--- src/rtl/reg_writeback_unit.sv ---
// +--------------------------------------------------------------------------+
// | reg_writeback_unit: merges ALU and buffered load results onto the single |
// | register-file write port and tracks per-register pending writes.         |
// | Revision: 1.0                                                            |
// +--------------------------------------------------------------------------+
`default_nettype none

module reg_writeback_unit #(
  parameter int DATA_W   = 32,
  parameter int LQ_DEPTH = 2
) (
  input  logic              clk,
  input  logic              rst_n,
  input  logic              issue_valid,
  input  logic [2:0]        issue_rd,
  input  logic [2:0]        issue_rs1,
  input  logic [2:0]        issue_rs2,
  output logic              stall,
  input  logic              alu_valid,
  input  logic [2:0]        alu_rd,
  input  logic [DATA_W-1:0] alu_value,
  output logic              alu_ready,
  input  logic              load_valid,
  input  logic [2:0]        load_rd,
  input  logic [DATA_W-1:0] load_value,
  output logic              load_ready,
  output logic              reg_write_en,
  output logic [2:0]        rd,
  output logic [DATA_W-1:0] rd_value,
  output logic [7:0]        pending
);

  logic [2:0]        r_lq_rd  [LQ_DEPTH];
  logic [DATA_W-1:0] r_lq_val [LQ_DEPTH];
  logic              r_wr_ptr;
  logic              r_rd_ptr;
  logic [1:0]        r_count;

  logic              r_wen;
  logic [2:0]        r_rd;
  logic [DATA_W-1:0] r_value;
  logic [7:0]        r_pending;

  logic              w_full;
  logic              w_empty;
  logic              w_enq;
  logic              w_deq;
  logic              w_sel_alu;
  logic              w_sel_fifo;
  logic [2:0]        w_sel_rd;
  logic [DATA_W-1:0] w_sel_value;
  logic [7:0]        w_set;
  logic [7:0]        w_clr;
  logic [7:0]        w_pending_nxt;

  assign w_full  = (r_count == 2'd2);
  assign w_empty = (r_count == 2'd0);

  // Readiness depends on registered occupancy only, so a full FIFO never
  // accepts a load even in a cycle where it is also dequeuing.
  assign load_ready = !w_full;
  assign alu_ready  = !w_full;
  assign w_enq      = load_valid && !w_full;

  always_comb begin
    w_sel_alu   = 1'b0;
    w_sel_fifo  = 1'b0;
    w_sel_rd    = 3'd0;
    w_sel_value = '0;
    if (w_full) begin
      w_sel_fifo = 1'b1;
    end else if (alu_valid) begin
      w_sel_alu = 1'b1;
    end else if (!w_empty) begin
      w_sel_fifo = 1'b1;
    end
    if (w_sel_alu) begin
      w_sel_rd    = alu_rd;
      w_sel_value = alu_value;
    end else if (w_sel_fifo) begin
      w_sel_rd    = r_lq_rd[r_rd_ptr];
      w_sel_value = r_lq_val[r_rd_ptr];
    end
  end

  assign w_deq = w_sel_fifo;

  always_ff @(posedge clk) begin
    if (w_enq) begin
      r_lq_rd[r_wr_ptr]  <= load_rd;
      r_lq_val[r_wr_ptr] <= load_value;
    end
  end

  always_ff @(posedge clk or negedge rst_n) begin
    if (!rst_n) begin
      r_wr_ptr <= 1'b0;
      r_rd_ptr <= 1'b0;
      r_count  <= 2'd0;
    end else begin
      if (w_enq) begin
        r_wr_ptr <= ~r_wr_ptr;
      end
      if (w_deq) begin
        r_rd_ptr <= ~r_rd_ptr;
      end
      case ({w_enq, w_deq})
        2'b10:   r_count <= r_count + 2'd1;
        2'b01:   r_count <= r_count - 2'd1;
        default: r_count <= r_count;
      endcase
    end
  end

  // Results targeting x0 are consumed but never raise the write enable.
  always_ff @(posedge clk or negedge rst_n) begin
    if (!rst_n) begin
      r_wen   <= 1'b0;
      r_rd    <= 3'd0;
      r_value <= '0;
    end else begin
      r_wen   <= (w_sel_alu || w_sel_fifo) && (w_sel_rd != 3'd0);
      r_rd    <= w_sel_rd;
      r_value <= w_sel_value;
    end
  end

  assign stall = r_pending[issue_rs1] | r_pending[issue_rs2] |
                 r_pending[issue_rd]  | w_full;

  always_comb begin
    w_set = 8'h00;
    w_clr = 8'h00;
    if (issue_valid && !stall && (issue_rd != 3'd0)) begin
      w_set = 8'h01 << issue_rd;
    end
    if (r_wen) begin
      w_clr = 8'h01 << r_rd;
    end
    // Set is applied after clear so it wins on a collision.
    w_pending_nxt = ((r_pending & ~w_clr) | w_set) & 8'hFE;
  end

  always_ff @(posedge clk or negedge rst_n) begin
    if (!rst_n) begin
      r_pending <= 8'h00;
    end else begin
      r_pending <= w_pending_nxt;
    end
  end

  assign reg_write_en = r_wen;
  assign rd           = r_rd;
  assign rd_value     = r_value;
  assign pending      = r_pending;

endmodule

`default_nettype wire

--- config.mk ---
export PLATFORM = sky130hd
export DESIGN_NAME = reg_writeback_unit
export DESIGN_NICKNAME = d
export VERILOG_FILES = /design/src/rtl/reg_writeback_unit.sv
export SDC_FILE = /design/constraint.sdc
export NUM_CORES = 1
export LEC_CHECK = 0
export BUFFER_PORTS_ARGS = -buffer_cell sky130_fd_sc_hd__buf_2
export CORE_UTILIZATION = 43
export CTS_CLUSTER_SIZE = 8
export DETAILED_ROUTE_END_ITERATION = 8
export PLACE_DENSITY_LB_ADDON = 0.3
export SYNTH_ARGS = -nofsm -noshare
export SYNTH_HDL_FRONTEND = slang
export SYNTH_SLANG_ARGS = --single-unit
--- constraint.sdc ---
create_clock -name clk -period 3.6 [get_ports clk]
set_clock_uncertainty 0.15 [all_clocks]
set_input_delay 0.54 -clock clk [delete_from_list [all_inputs] [get_ports clk]]
set_output_delay 0.54 -clock clk [all_outputs]
set_load 0.005 [all_outputs]
* Word level (Yosys, flattened, before mapping) *
Memories as Yosys holds them, arrays and structs flattened.
Index checks and enable logic that the tools add are counted.

operators by class
  add/subtract/negate cells = 2
  order comparisons = 3
  equality and inequality tests = 3
  shifts and indexed selects = 2
  multiplexer cells = 20
  bitwise gates (word level) = 8
  reductions and logical operators = 11

operator list
  operator               count
  $mux W32               2
  $mux W8                2
  $shl A1 B3 Y8 const A  2
  $lt A3 B4 Y1 const B   3
  $mux W1                10
  $bmux W1 S3            3
  $and A8 B8 Y8          1
  $not A8 Y8             1
  $or A8 B8 Y8           1
  $mux W3                2
  $reduce_bool A3 Y1     2
  $eq A2 B2 Y1 const B   2
  $logic_and A1 B1 Y1    4
  $pmux W2 S2            1
  $or A1 B1 Y1           3
  $add A2 B1 Y2 const B  1
  $eq A2 B1 Y1 const B   1
  $logic_not A1 Y1       2
  $logic_not A2 Y1       1
  $not A1 Y1             2
  $reduce_bool A2 Y1     1
  $sub A2 B1 Y2 const B  1
  $logic_or A1 B1 Y1     1

storage, ports and cells
  register bits = 47
  bits in writable memories = 70
  input port bits = 84
  output and inout bits = 47
  logic and storage cells = 58
  memories = 2

memory list
  memory    words  bits a word  read ports  clocked after Yosys merged registers in  write ports  RTL line  source
  r_lq_val  2      32           1           0                                        1            34        logic [DATA_W-1:0] r_lq_val [LQ_DEPTH];
  r_lq_rd   2      3            1           0                                        1            33        logic [2:0] r_lq_rd [LQ_DEPTH];

* Logic depth before layout (Yosys ltp) *
  depth in word-level cells = 10
  mapped depth = 8
  mapped depth without buffers = 7

* Worst setup path before layout *
OpenSTA, ideal clock, no wires.

  path type = reg2reg
  start point = register r_count[0]
  end point = memory r_lq_rd[0][0] (enable)
  setup time = 427 ps
  arrival time = 2247 ps
  required time = 3023 ps
  path slack = 776 ps
  stages on the path, launching flop included = 5
  path buffers = 1
  clock period less this slack = 2824 ps
  cell sequence = dfrtp_1 nand2b_1 buf_6 nand2_1 nor2_1

on the way
  cells in the longest elaborated chain, start to end = 5

RTL lines
  what                           RTL line  source
  from (decl)                    37        logic [1:0] r_count;
  from (signal assigned)         108       2'b10: r_count <= r_count + 2'd1;
  from (signal assigned)         109       2'b01: r_count <= r_count - 2'd1;
  from (signal assigned)         110       default: r_count <= r_count;
  $eq A2 B2 Y1                   56        assign w_full = (r_count == 2'd2);
  $logic_not A1 Y1               -
  via alu_ready                  22        output logic alu_ready,
  $logic_and A1 B1 Y1            63        assign w_enq = load_valid && !w_full;
  $mux W1                        89        if (w_enq) begin
  $mux W1 (implied by the code)  90        r_lq_rd[r_wr_ptr] <= load_rd;
  to (decl)                      33

The timed path passes the listed nets, and every way through them passes these cells.

* Worst setup path in the final report *
  start point = register r_pending[3] (netlist: pending[3])
  end point = output stall

on the way
  cells in the longest elaborated chain, start to end = 5
  elaborated cells between the ends (all ways) = 9
  classes of those cells = mux (6); bitwise (3)

RTL lines
  what                           RTL line  source
  from (decl)                    42        logic [7:0] r_pending;
  from (signal assigned)         148       r_pending <= w_pending_nxt;
  $bmux W1 S3                    128       assign stall = r_pending[issue_rs1] | r_pending[issue_rs2] |
  $mux W1 (implied by the code)  128
  $or A1 B1 Y1                   128
  $or A1 B1 Y1 (*)               128
  $or A1 B1 Y1 (*)               129       r_pending[issue_rd] | w_full;
  to (decl)                      18        output logic stall,

Every way passes the cells marked *; elsewhere a longest branch is shown, timed or not. The select of a mux whose other input is x is not followed.

==> flow_metrics.py <==
metrics = {
    "run_status": {
        "status": "finished clean",
    },
    "floorplanning": {
        "placementRows": 37,
        "coreArea_um2": 10300,
        "ios": 131,
        "die_area_um2": 11000,
        "die_x_um": 105,
        "initial_core_util_pct": 44.1,
        "die_h_um": 105,
    },
    "synth": {
        "syn_area_um2": 4530,
        "yosys.area.top_type": "edfxtp_1",
        "synth-async-reset-ratio_pct": 40.2,
        "synthCells": 296,
        "syn_avg_cell_area_um2": 15.3,
        "yosysTopAreaCellShare_pct": 46.4,
        "synth_edf_count": 70,
        "synth.area.top_cells": "edfxtp_1 (46%), dfrtp_1 (26%), mux2i_1 (9.3%), o21ai_0 (4.4%), nand2_1 (3.2%)",
        "ys_seq_area_share_pct": 72.4,
        "synth_cell_type_count": 35,
        "syn_nets": 381,
        "yosysWarnings": 0,
        "ys.flop_type": "edfxtp_1",
        "ys_ff_latch": 117,
    },
    "clocking": {
        "cts_made_buffers": 17,
        "root_buffer": "clkbuf_8",
        "cts_buffer_depth": 2,
        "clkLatencyLatePin_ns": 0.51,
        "htreeDepth": 4,
        "cts_tree": "done",
        "ctsResizeCount": 0,
        "clk_pin_slew_ns": 0.06,
        "postCtsHoldBufs": 0,
        "cts.sinks": 117,
        "post-cts-setup-buffer-count": 0,
    },
    "sta": {
        "worst_pin_slew_ns": 1.13,
        "slew_headroom_pct": 24.7,
        "fin_crit_ns": 2.78,
        "setup_violations": 0,
        "hold_violations": 0,
        "rsz0062_at_grt": "no",
        "max_freq_ghz": 0.360,
        "period_share_pct": 77.2,
        "slew_violations": 0,
        "finalSetupTns_ns": 0,
    },
    "drt": {
        "dr.pass1.iters": 4,
        "routed_via_density": 4.94,
        "totalWireLength_mm": 9.13,
        "vias": 2860,
        "drc": 0,
        "drt_iter0_markers": 142,
        "ant_nets": 0,
        "avgRoutedWirePerCell_um": 15.8,
    },
    "grt": {
        "grt_usage_pct": 18.4,
        "grt_pass1_wl_mm": 15.0,
        "grt_pass1_vias": 3111,
        "antenna_found_initial": 0,
        "grt-ovfl-total": 0,
        "grt_start_max_net_pins": 48,
    },
    "placed_design": {
        "dp_hpwl_mm": 5.74,
        "gp_congestion": 0.776,
        "port_buffers": 129,
    },
    "worst_setup_path": {
        "cp-end-kind": "primary output",
        "start_kind": "flop",
        "crit_fanout": 8,
        "critical_path_arrival_ns": 2.09,
        "worst-setup-path-type": "reg2out",
        "cp_data_required_time_ns": 2.91,
    },
    "finish": {
        "layout.cells.most_common": "buf_2",
        "layout_common_cells": "buf_2 (129), edfxtp_1 (70), dfrtp_1 (46)",
        "drive_above_1_share_pct": 39.1,
        "layout.nets": 515,
        "area_growth_pct": 29.1,
        "antenna_cells": 0,
    },
    "run": {
        "drv_cap": 0,
    },
    "power": {
        "ir_worst_vdd_mv": 0.489,
        "totalPowerFinal_w": 0.00494,
        "power.density_nw_per_um2": 844,
        "p_leak_nw": 2.53,
    },
    "min_path": {
        "min_path_type": "in2reg",
    },
}
Yosys cell counts, drive strengths merged (3+ instances only):
master    n
o21ai    41
edfxtp   70
o2bb2ai   3
o41ai     3
o31ai     4
nand2    39
dfrtp    47
clkbuf    3
mux2i    42
nand2b    5
xnor2     4
buf      12
sequential cells by signal, indices dropped and copies added (netlist names):
signal / count
rd_value: 32
r_wr_ptr: 1
r_rd_ptr: 1
rd: 3
r_count: 2
r_lq_rd: 6
reg_write_en: 1
pending: 7
r_lq_val: 64
routing by layer:
metal  up-vias  global-route usage [%]  share of wire [%]
met4         0                    8.05                1.4
met2       108                    30.5                 51
li1       1364                       -                  -
met1      1376                    21.5                 42
met5         -                       0                  0
met3        12                    6.55                6.3
power breakdown:
| group | internal, W | leakage, nW | switching [W] |
|---|---|---|---|
| registers | 0.00190 | 1.22 | 0.000187 |
| logic | 0.000546 | 1.03 | 0.000718 |
| clock network | 0.00103 | 0.282 | 0.000555 |
final timing paths:
check	startpoint	endpoint	slack (ns)	depth (start not counted)
setup / recovery	pending[3]$_DFF_PN0_	stall	0.82	5
hold / removal	load_value[27]	r_lq_val[1][27]$_DFFE_PP_	0.07	1
setup reg to reg	r_count[0]$_DFFE_PN0P_	r_lq_val[0][16]$_DFFE_PP_	1.23	3
hold reg to reg	r_lq_val[0][27]$_DFFE_PP_	rd_value[27]$_DFF_PN0_	0.39	2
max in group asynchronous	rst_n	r_rd_ptr$_DFFE_PN0P_	2.43	1
min in group asynchronous	rst_n	rd_value[2]$_DFF_PN0_	0.10	1
logic make-up after synthesis:
logic type,count (synthesis),share of synthesized area [%]
multiplexers,46,10.9
XOR/XNOR,5,0.967
flip-flops,117,72.4
other,1,0.0828
buffers and inverters,16,2.04
adder cells (fa/ha/maj),1,0.276
AO/OA/AOI/OAI,52,7.43
AND/OR/NAND/NOR,58,5.99
worst max-delay path, stage by stage (launching register included):
cell and delay [ns]:
dfrtp_1 0.46, mux2i_1 0.09, and3_1 0.19, o31ai_2 0.53
nand3b_1 0.18, buf_2 0.12
metrics by stage:
stage               hold WS, ns  instance area [um2]  std cells  setup slack (ns)  util [%]
detailed placement        0.377                 5280        547              1.12      51.4
global route             0.0404                 5850        579             0.721      56.9
global placement          0.364                 5280        547              1.15      51.4
finish                   0.0663                 5850        579             0.822      56.9
CTS                      0.0439                 5850        579             0.816      56.9
floorplan                0.0944                 4530        296             0.776         -
layout make-up:
class | count | area [um2]
clock inverter | 9 | 101
tap | 136 | 170
fill | 846 | 4430
multi-input combinational | 163 | 1180
clock buffer | 23 | 467
timing repair buffer | 130 | 653
sequential | 117 | 3280
inverter | 1 | 3.75
Power figures use the tool's default switching activity.
